## src/rtl/pc_sequencer.sv

```systemverilog
// Next-PC generator: sequential / branch / jump / call / return selection with a
// circular return-address stack, halt/resume control and stall/valid gating.
module pc_sequencer #(
  parameter int PC_W        = 9,
  parameter int STACK_DEPTH = 4
) (
  input  logic                         clk,
  input  logic                         rst,
  input  logic [PC_W-1:0]              pc,
  input  logic                         instr_valid,
  input  logic                         stall,
  input  logic                         jump_req,
  input  logic [PC_W-1:0]              jump_target,
  input  logic                         call_req,
  input  logic [PC_W-1:0]              call_target,
  input  logic                         ret_req,
  input  logic                         branch_taken,
  input  logic [PC_W-1:0]              branch_offset,
  input  logic                         halt,
  input  logic                         resume,
  output logic [PC_W-1:0]              pcNext,
  output logic                         enable,
  output logic                         halted,
  output logic [$clog2(STACK_DEPTH):0] stack_depth,
  output logic                         stack_overflow,
  output logic                         stack_underflow
);

  localparam int SP_W    = $clog2(STACK_DEPTH);
  localparam int DEPTH_W = SP_W + 1;
  localparam logic [DEPTH_W-1:0] FULL = DEPTH_W'(STACK_DEPTH);

  typedef enum logic {
    RUN    = 1'b0,
    HALTED = 1'b1
  } state_t;

  state_t              state_q, state_d;
  logic [PC_W-1:0]     stack_q [STACK_DEPTH];
  logic [SP_W-1:0]     sp_q, sp_d;
  logic [DEPTH_W-1:0]  depth_q, depth_d;
  logic                ovf_q, ovf_d;
  logic                unf_q, unf_d;
  logic                push, pop, accept;
  logic [PC_W-1:0]     pc_inc, top, pc_next_c;

  assign pc_inc = pc + PC_W'(1);
  // sp_q is the next free slot, so the most recent push sits one below it.
  assign top    = stack_q[sp_q - SP_W'(1)];
  assign accept = rst && (state_q == RUN) && instr_valid && !stall;

  always_comb begin
    state_d   = state_q;
    sp_d      = sp_q;
    depth_d   = depth_q;
    ovf_d     = ovf_q;
    unf_d     = unf_q;
    push      = 1'b0;
    pop       = 1'b0;
    pc_next_c = pc;

    if (accept) begin
      if (jump_req) begin
        pc_next_c = jump_target;
      end else if (call_req) begin
        pc_next_c = call_target;
        push      = 1'b1;
      end else if (ret_req) begin
        if (depth_q != '0) begin
          pc_next_c = top;
          pop       = 1'b1;
        end else begin
          pc_next_c = pc_inc;
          unf_d     = 1'b1;
        end
      end else if (branch_taken) begin
        pc_next_c = pc + branch_offset;
      end else begin
        pc_next_c = pc_inc;
      end
    end

    // A push onto a full stack overwrites the oldest slot; depth saturates.
    if (push) begin
      sp_d = sp_q + SP_W'(1);
      if (depth_q == FULL) begin
        ovf_d = 1'b1;
      end else begin
        depth_d = depth_q + DEPTH_W'(1);
      end
    end
    if (pop) begin
      sp_d    = sp_q - SP_W'(1);
      depth_d = depth_q - DEPTH_W'(1);
    end

    case (state_q)
      RUN:     if (accept && halt) state_d = HALTED;
      HALTED:  if (resume)         state_d = RUN;
      default: state_d = RUN;
    endcase
  end

  always_ff @(posedge clk or negedge rst) begin
    if (!rst) begin
      state_q <= RUN;
      sp_q    <= '0;
      depth_q <= '0;
      ovf_q   <= 1'b0;
      unf_q   <= 1'b0;
    end else begin
      state_q <= state_d;
      sp_q    <= sp_d;
      depth_q <= depth_d;
      ovf_q   <= ovf_d;
      unf_q   <= unf_d;
    end
  end

  generate
    for (genvar gi = 0; gi < STACK_DEPTH; gi++) begin : g_stack
      always_ff @(posedge clk or negedge rst) begin
        if (!rst) begin
          stack_q[gi] <= '0;
        end else if (push && (sp_q == SP_W'(gi))) begin
          stack_q[gi] <= pc_inc;
        end
      end
    end
  endgenerate

  assign pcNext          = rst ? pc_next_c : '0;
  assign enable          = accept;
  assign halted          = (state_q == HALTED);
  assign stack_depth     = depth_q;
  assign stack_overflow  = ovf_q;
  assign stack_underflow = unf_q;

endmodule
```

## config.mk

```make
export PLATFORM = sky130hd
export DESIGN_NAME = pc_sequencer
export DESIGN_NICKNAME = d
export VERILOG_FILES = /design/src/rtl/pc_sequencer.sv
export SDC_FILE = /design/constraint.sdc
export NUM_CORES = 1
export LEC_CHECK = 0
export CAP_MARGIN = 15
export CORE_MARGIN = 2
export CORE_UTILIZATION = 52
export CTS_CLUSTER_SIZE = 8
export DETAILED_ROUTE_END_ITERATION = 10
export HOLD_SLACK_MARGIN = 0.15
export PLACE_DENSITY = 0.81
export SKIP_CTS_REPAIR_TIMING = 1
export SYNTH_ARGS = -nofsm -noshare
export SYNTH_HDL_FRONTEND = slang
export SYNTH_SLANG_ARGS = --single-unit
```

## constraint.sdc

```tcl
create_clock -name clk -period 2.5 [get_ports clk]
set_input_delay 0.5 -clock clk [delete_from_list [all_inputs] [get_ports clk]]
set_output_delay 0.5 -clock clk [all_outputs]
set_load 0.01 [all_outputs]
```

# --- Word-level counts from Yosys, hierarchy flattened ---
# Index checks and enable logic that the tools add are counted.
op_classes:
  addsub: 6
  order_cmp: 1
  n_eq_ne: 5
  muxes: 26
  n_bitwise: 5
  n_reduce_logical: 15
op_table:
  columns: ["op", "n"]
  rows:
  - ["9-bit 2-to-1 mux", 9]
  - ["9-bit binary-select mux with 2-bit select", 1]
  - ["1-bit 2-to-1 mux", 10]
  - ["9-bit by 1-bit adder with 9-bit output (second input constant)", 1]
  - ["9-bit adder", 1]
  - ["3-bit 2-to-1 mux", 3]
  - ["1-bit logical AND", 8]
  - ["5-bit AND reduction", 1]
  - ["2-bit equality test (second input constant)", 2]
  - ["2-bit 2-to-1 mux", 2]
  - ["1-bit NOT", 4]
  - ["2-bit AND reduction", 2]
  - ["3-bit by 1-bit adder with 3-bit output (second input constant)", 1]
  - ["3-bit equality test (second input constant)", 1]
  - ["3-bit >= comparator (second input constant)", 1]
  - ["2-bit NOT with 3-bit output", 1]
  - ["3-bit nonzero test", 1]
  - ["3-bit by 1-bit subtractor with 3-bit output (second input constant)", 1]
  - ["2-bit by 1-bit adder with 2-bit output (second input constant)", 1]
  - ["2-bit by 1-bit equality test with 1-bit output (second input constant)", 1]
  - ["2-bit logical NOT", 1]
  - ["2-bit != test (second input constant)", 1]
  - ["1-bit case mux with 2 select lines", 1]
  - ["2-bit nonzero test", 1]
  - ["2 further kinds", 2]
totals:
  regBits: 44
  inputBits: 46
  out_inout_bits: 16

# --- Logic depth before layout (Yosys ltp) ---
logic_depth:
  ltp_word: 11
  mapped_depth: 9

# --- Least setup slack after synthesis ---
# Ideal clock, no wire load.
synth_path:
  kind: "in2out"
  start: "input port pc[0]"
  end: "output port pcNext[4]"
  t_arrival_ps: 1994
  required_ps: 2000
  setup_slack_ps: 6
  path_stages: 8
  n_path_buf: 0
  cell_sequence: "ha_1 -> inv_1 -> fa_1 -> nor2b_1 -> o21ai_0 -> a2111oi_0 -> a31oi_1 -> a22oi_1"
synth_via:
  elab_chain_len: 7
  word_cells_on_any_way: 9
  cone_classes: "add/sub (2); mux (7)"
synth_rtl:
  columns: ["element", "line_no", "source"]
  rows:
  - ["start: declaration", "9", "input logic [PC_W-1:0] pc,"]
  - ["9-bit by 1-bit adder with 9-bit output or 9-bit adder (tied branches)", "47, 77", null]
  - ["9-bit 2-to-1 mux (on tied branches)", "76, 69", null]
  - ["9-bit 2-to-1 mux (*)", "68", "end else if (ret_req) begin"]
  - ["9-bit 2-to-1 mux (*)", "65", "end else if (call_req) begin"]
  - ["9-bit 2-to-1 mux (*)", "63", "if (jump_req) begin"]
  - ["9-bit 2-to-1 mux (*)", "62", "if (accept) begin"]
  - ["9-bit 2-to-1 mux (*)", "132", "assign pcNext = rst ? pc_next_c : '0;"]
  - ["end: declaration", "21", "output logic [PC_W-1:0] pcNext,"]
# Every way passes the cells marked *; elsewhere a longest branch is shown, timed or not.

# --- Worst setup path after layout ---
layout_path:
  start: "input port pc[0]"
  end: "output port pcNext[1]"
# The elaborated chain is that of the path after synthesis.

==> flow_metrics.env <==
export IMPL_row_count=27
export IMPL_finalHoldViolCount=0
export IMPL_cts_root_buf="clkbuf_8"
export IMPL_area_delta_synth_final_pct=56.4
export IMPL_post_route_period_util=1.12
export IMPL_hp_class="in2async"
export IMPL_synth_ff_type="dfrtp_1"
export IMPL_synth_avg_cell_area_sq_um=9.13
export IMPL_final_common_cell="buf_4"
export IMPL_drt_iter0_drc=469
export IMPL_ios=62
export IMPL_drt_vias_per_instance=6.57
export IMPL_grt_overflow=0
export IMPL_slew_viol_final=0
export IMPL_clock_fmax_mhz=356
export IMPL_fin_skew_ps=7.54
export IMPL_die_y_um=80.5
export IMPL_vdd_drop_max_mv=0.658
export IMPL_syn_area_sq_um=3040
export IMPL_r2r_slack_ps=260
export IMPL_syn_num_nets=394
export IMPL_dp_hpwl_mm=7.40
export IMPL_synthCells=333
export IMPL_worst_pin_slew_ps=458
export IMPL_port_buffers=61
export IMPL_core_area_sq_um=5570
export IMPL_violations="negative setup slack"
export IMPL_drive_gt1_frac=0.388
export IMPL_drc=0
export IMPL_slew_headroom=0.692
export IMPL_wirelength_mm=12.1
export IMPL_grt_use_total=0.308
export IMPL_clockBufferDepth=2
export IMPL_fill_cells=259
export IMPL_setup_viol=8
export IMPL_period_needed_ps=2810
export IMPL_arrival_ps=2310
export IMPL_drtPass1Iterations=6
export IMPL_ys_ff_latch=44
export IMPL_cap_violations=0
export IMPL_required_ps=2000
export IMPL_ant_nets=0
export IMPL_start_kind="input port"
export IMPL_cts_buffers=5
export IMPL_r2r_start="halted"
export IMPL_final_cell_mix="buf_4 (83), nand2_1 (49), o21ai_0 (45)"
export IMPL_worst_setup_path_type="in2out"
export IMPL_crit_fanout=2
export IMPL_grt_pass1_wl_mm=15.1
export IMPL_die_x_um=80.5
export IMPL_setup_tns_ps=-1460
export IMPL_cts_sinks=44
export IMPL_dr_total_vias=3606
export IMPL_yosysUniqueCellTypes=57
export IMPL_htreeDepth=2
export IMPL_status="complete, but fails checks"
export IMPL_r2r_end="stack_depth[2]"
export IMPL_avgRoutedWirePerCell_um=22.1
export IMPL_holdWs_ps=235
export IMPL_yosys_warnings=0
export IMPL_rr_worst_depth=8
export IMPL_cts_tree="built"
export IMPL_antenna_cells=0
export IMPL_worst_setup_path_end_kind="output pin"
export IMPL_nets=537
export IMPL_worst_skew_pair_late_latency_ps=300
export IMPL_grt_max_degree=29
export IMPL_dieArea_sq_um=6480
export IMPL_grt_pass1_vias=3192
export IMPL_finalWorstSetupSlack_ps=-311
export IMPL_ys_seq_area_frac=0.362
export IMPL_total_leakage_power_nw=2.19
export IMPL_async_flop_share=1.00
export IMPL_path_clk_slew_ps=90
export IMPL_rsz0062_at_grt="true"
export IMPL_power_density_nw_per_um2=691
export IMPL_routabilityCongestion=0.922
export IMPL_antenna_found_initial=0
export IMPL_initial_core_util=0.546
export IMPL_synth_edf_count=0
## Yosys cell counts, types with 4 or more instances
| master | number | area share |
|---|---|---|
| nor2_1 | 11 | 0.014 |
| xor2_1 | 6 | 0.017 |
| nand2_1 | 49 | 0.060 |
| xnor2_1 | 4 | 0.012 |
| a221oi_1 | 5 | 0.014 |
| nand2b_1 | 7 | 0.014 |
| a21oi_1 | 8 | 0.013 |
| a211oi_1 | 4 | 0.0099 |
| dfrtp_1 | 44 | 0.36 |
| ha_1 | 13 | 0.053 |
| a22oi_1 | 4 | 0.0099 |
| o31ai_1 | 5 | 0.012 |
| mux2_2 | 5 | 0.019 |
| nand3_1 | 8 | 0.013 |
| inv_1 | 15 | 0.019 |
| buf_2 | 5 | 0.0082 |
| a31oi_1 | 4 | 0.0082 |
| mux4_2 | 9 | 0.067 |
| o21ai_0 | 51 | 0.084 |
| clkbuf_1 | 8 | 0.0099 |
## metrics by stage
stage	cell area (sq um)	utilization	power [mW]	cells	worst slack [ps]
after floorplan	3040	-	1.86	333	5.92
after global placement	4270	0.766	2.42	532	-1010
after detailed placement	4270	0.766	2.50	532	-1130
after CTS	4380	0.786	3.04	540	-1150
after global routing	4760	0.853	3.46	549	-297
final	4760	0.853	3.28	549	-311
## state kept, by name (all words and copies together), names as in the netlist
register / count
stack_q: 36
stack_depth: 3
stack_underflow: 1
sp_q: 2
stack_overflow: 1
halted: 1
## power by group
| group | switching [mW] | internal, mW |
|---|---|---|
| registers | 0.137 | 0.947 |
| clock network | 0.239 | 0.297 |
| logic | 0.812 | 0.853 |
## worst max-delay path, stage by stage
cell	delay, ps
buf_8	100
ha_4	160
inv_4	50
fa_2	430
nand2_1	110
o21ai_0	150
a221oi_1	300
a21oi_1	90
o31ai_1	230
buf_2	180
## cells by family (layout without fill, tap and decap cells)
logic type | count (synthesis) | after routing | synth area share
xor+xnor | 10 | 10 | 0.0288
flops | 44 | 44 | 0.362
simple gates | 105 | 105 | 0.173
fa+ha+maj | 15 | 15 | 0.0666
mux | 16 | 16 | 0.0917
compound gates | 111 | 111 | 0.230
buf+inv | 32 | 176 | 0.0477
## layout make-up
class	instances	area [sq um]	area share
multi-input combinational	257	2090	0.440
timing repair buffer	153	1300	0.273
sequential	44	1100	0.232
tap	72	90.1	0.0189
clock buffer	6	72.6	0.0153
inverter	15	62.6	0.0132
clock inverter	2	35.0	0.00737
## worst max-delay path by stage
stage | depth (start not counted) | startpoint | end | slack [ps]
6_report | 10 | pc[0] | pcNext[1] | -310
5_1_grt | 10 | pc[2] | pcNext[4] | -300
4_1_cts | 10 | pc[0] | pcNext[4] | -1150
3_5_place_dp | 10 | pc[0] | pcNext[4] | -1130
3_3_place_gp | 10 | pc[0] | pcNext[4] | -1010
2_1_floorplan | 8 | pc[0] | pcNext[4] | 6
## metal layers
metal  part of all wire  global-route usage
met1               0.37               0.377
met2               0.49               0.542
met3              0.088              0.0663
met4              0.055              0.0932
met5                  0                   0
Note: power is estimated with default switching activity, not from simulation.
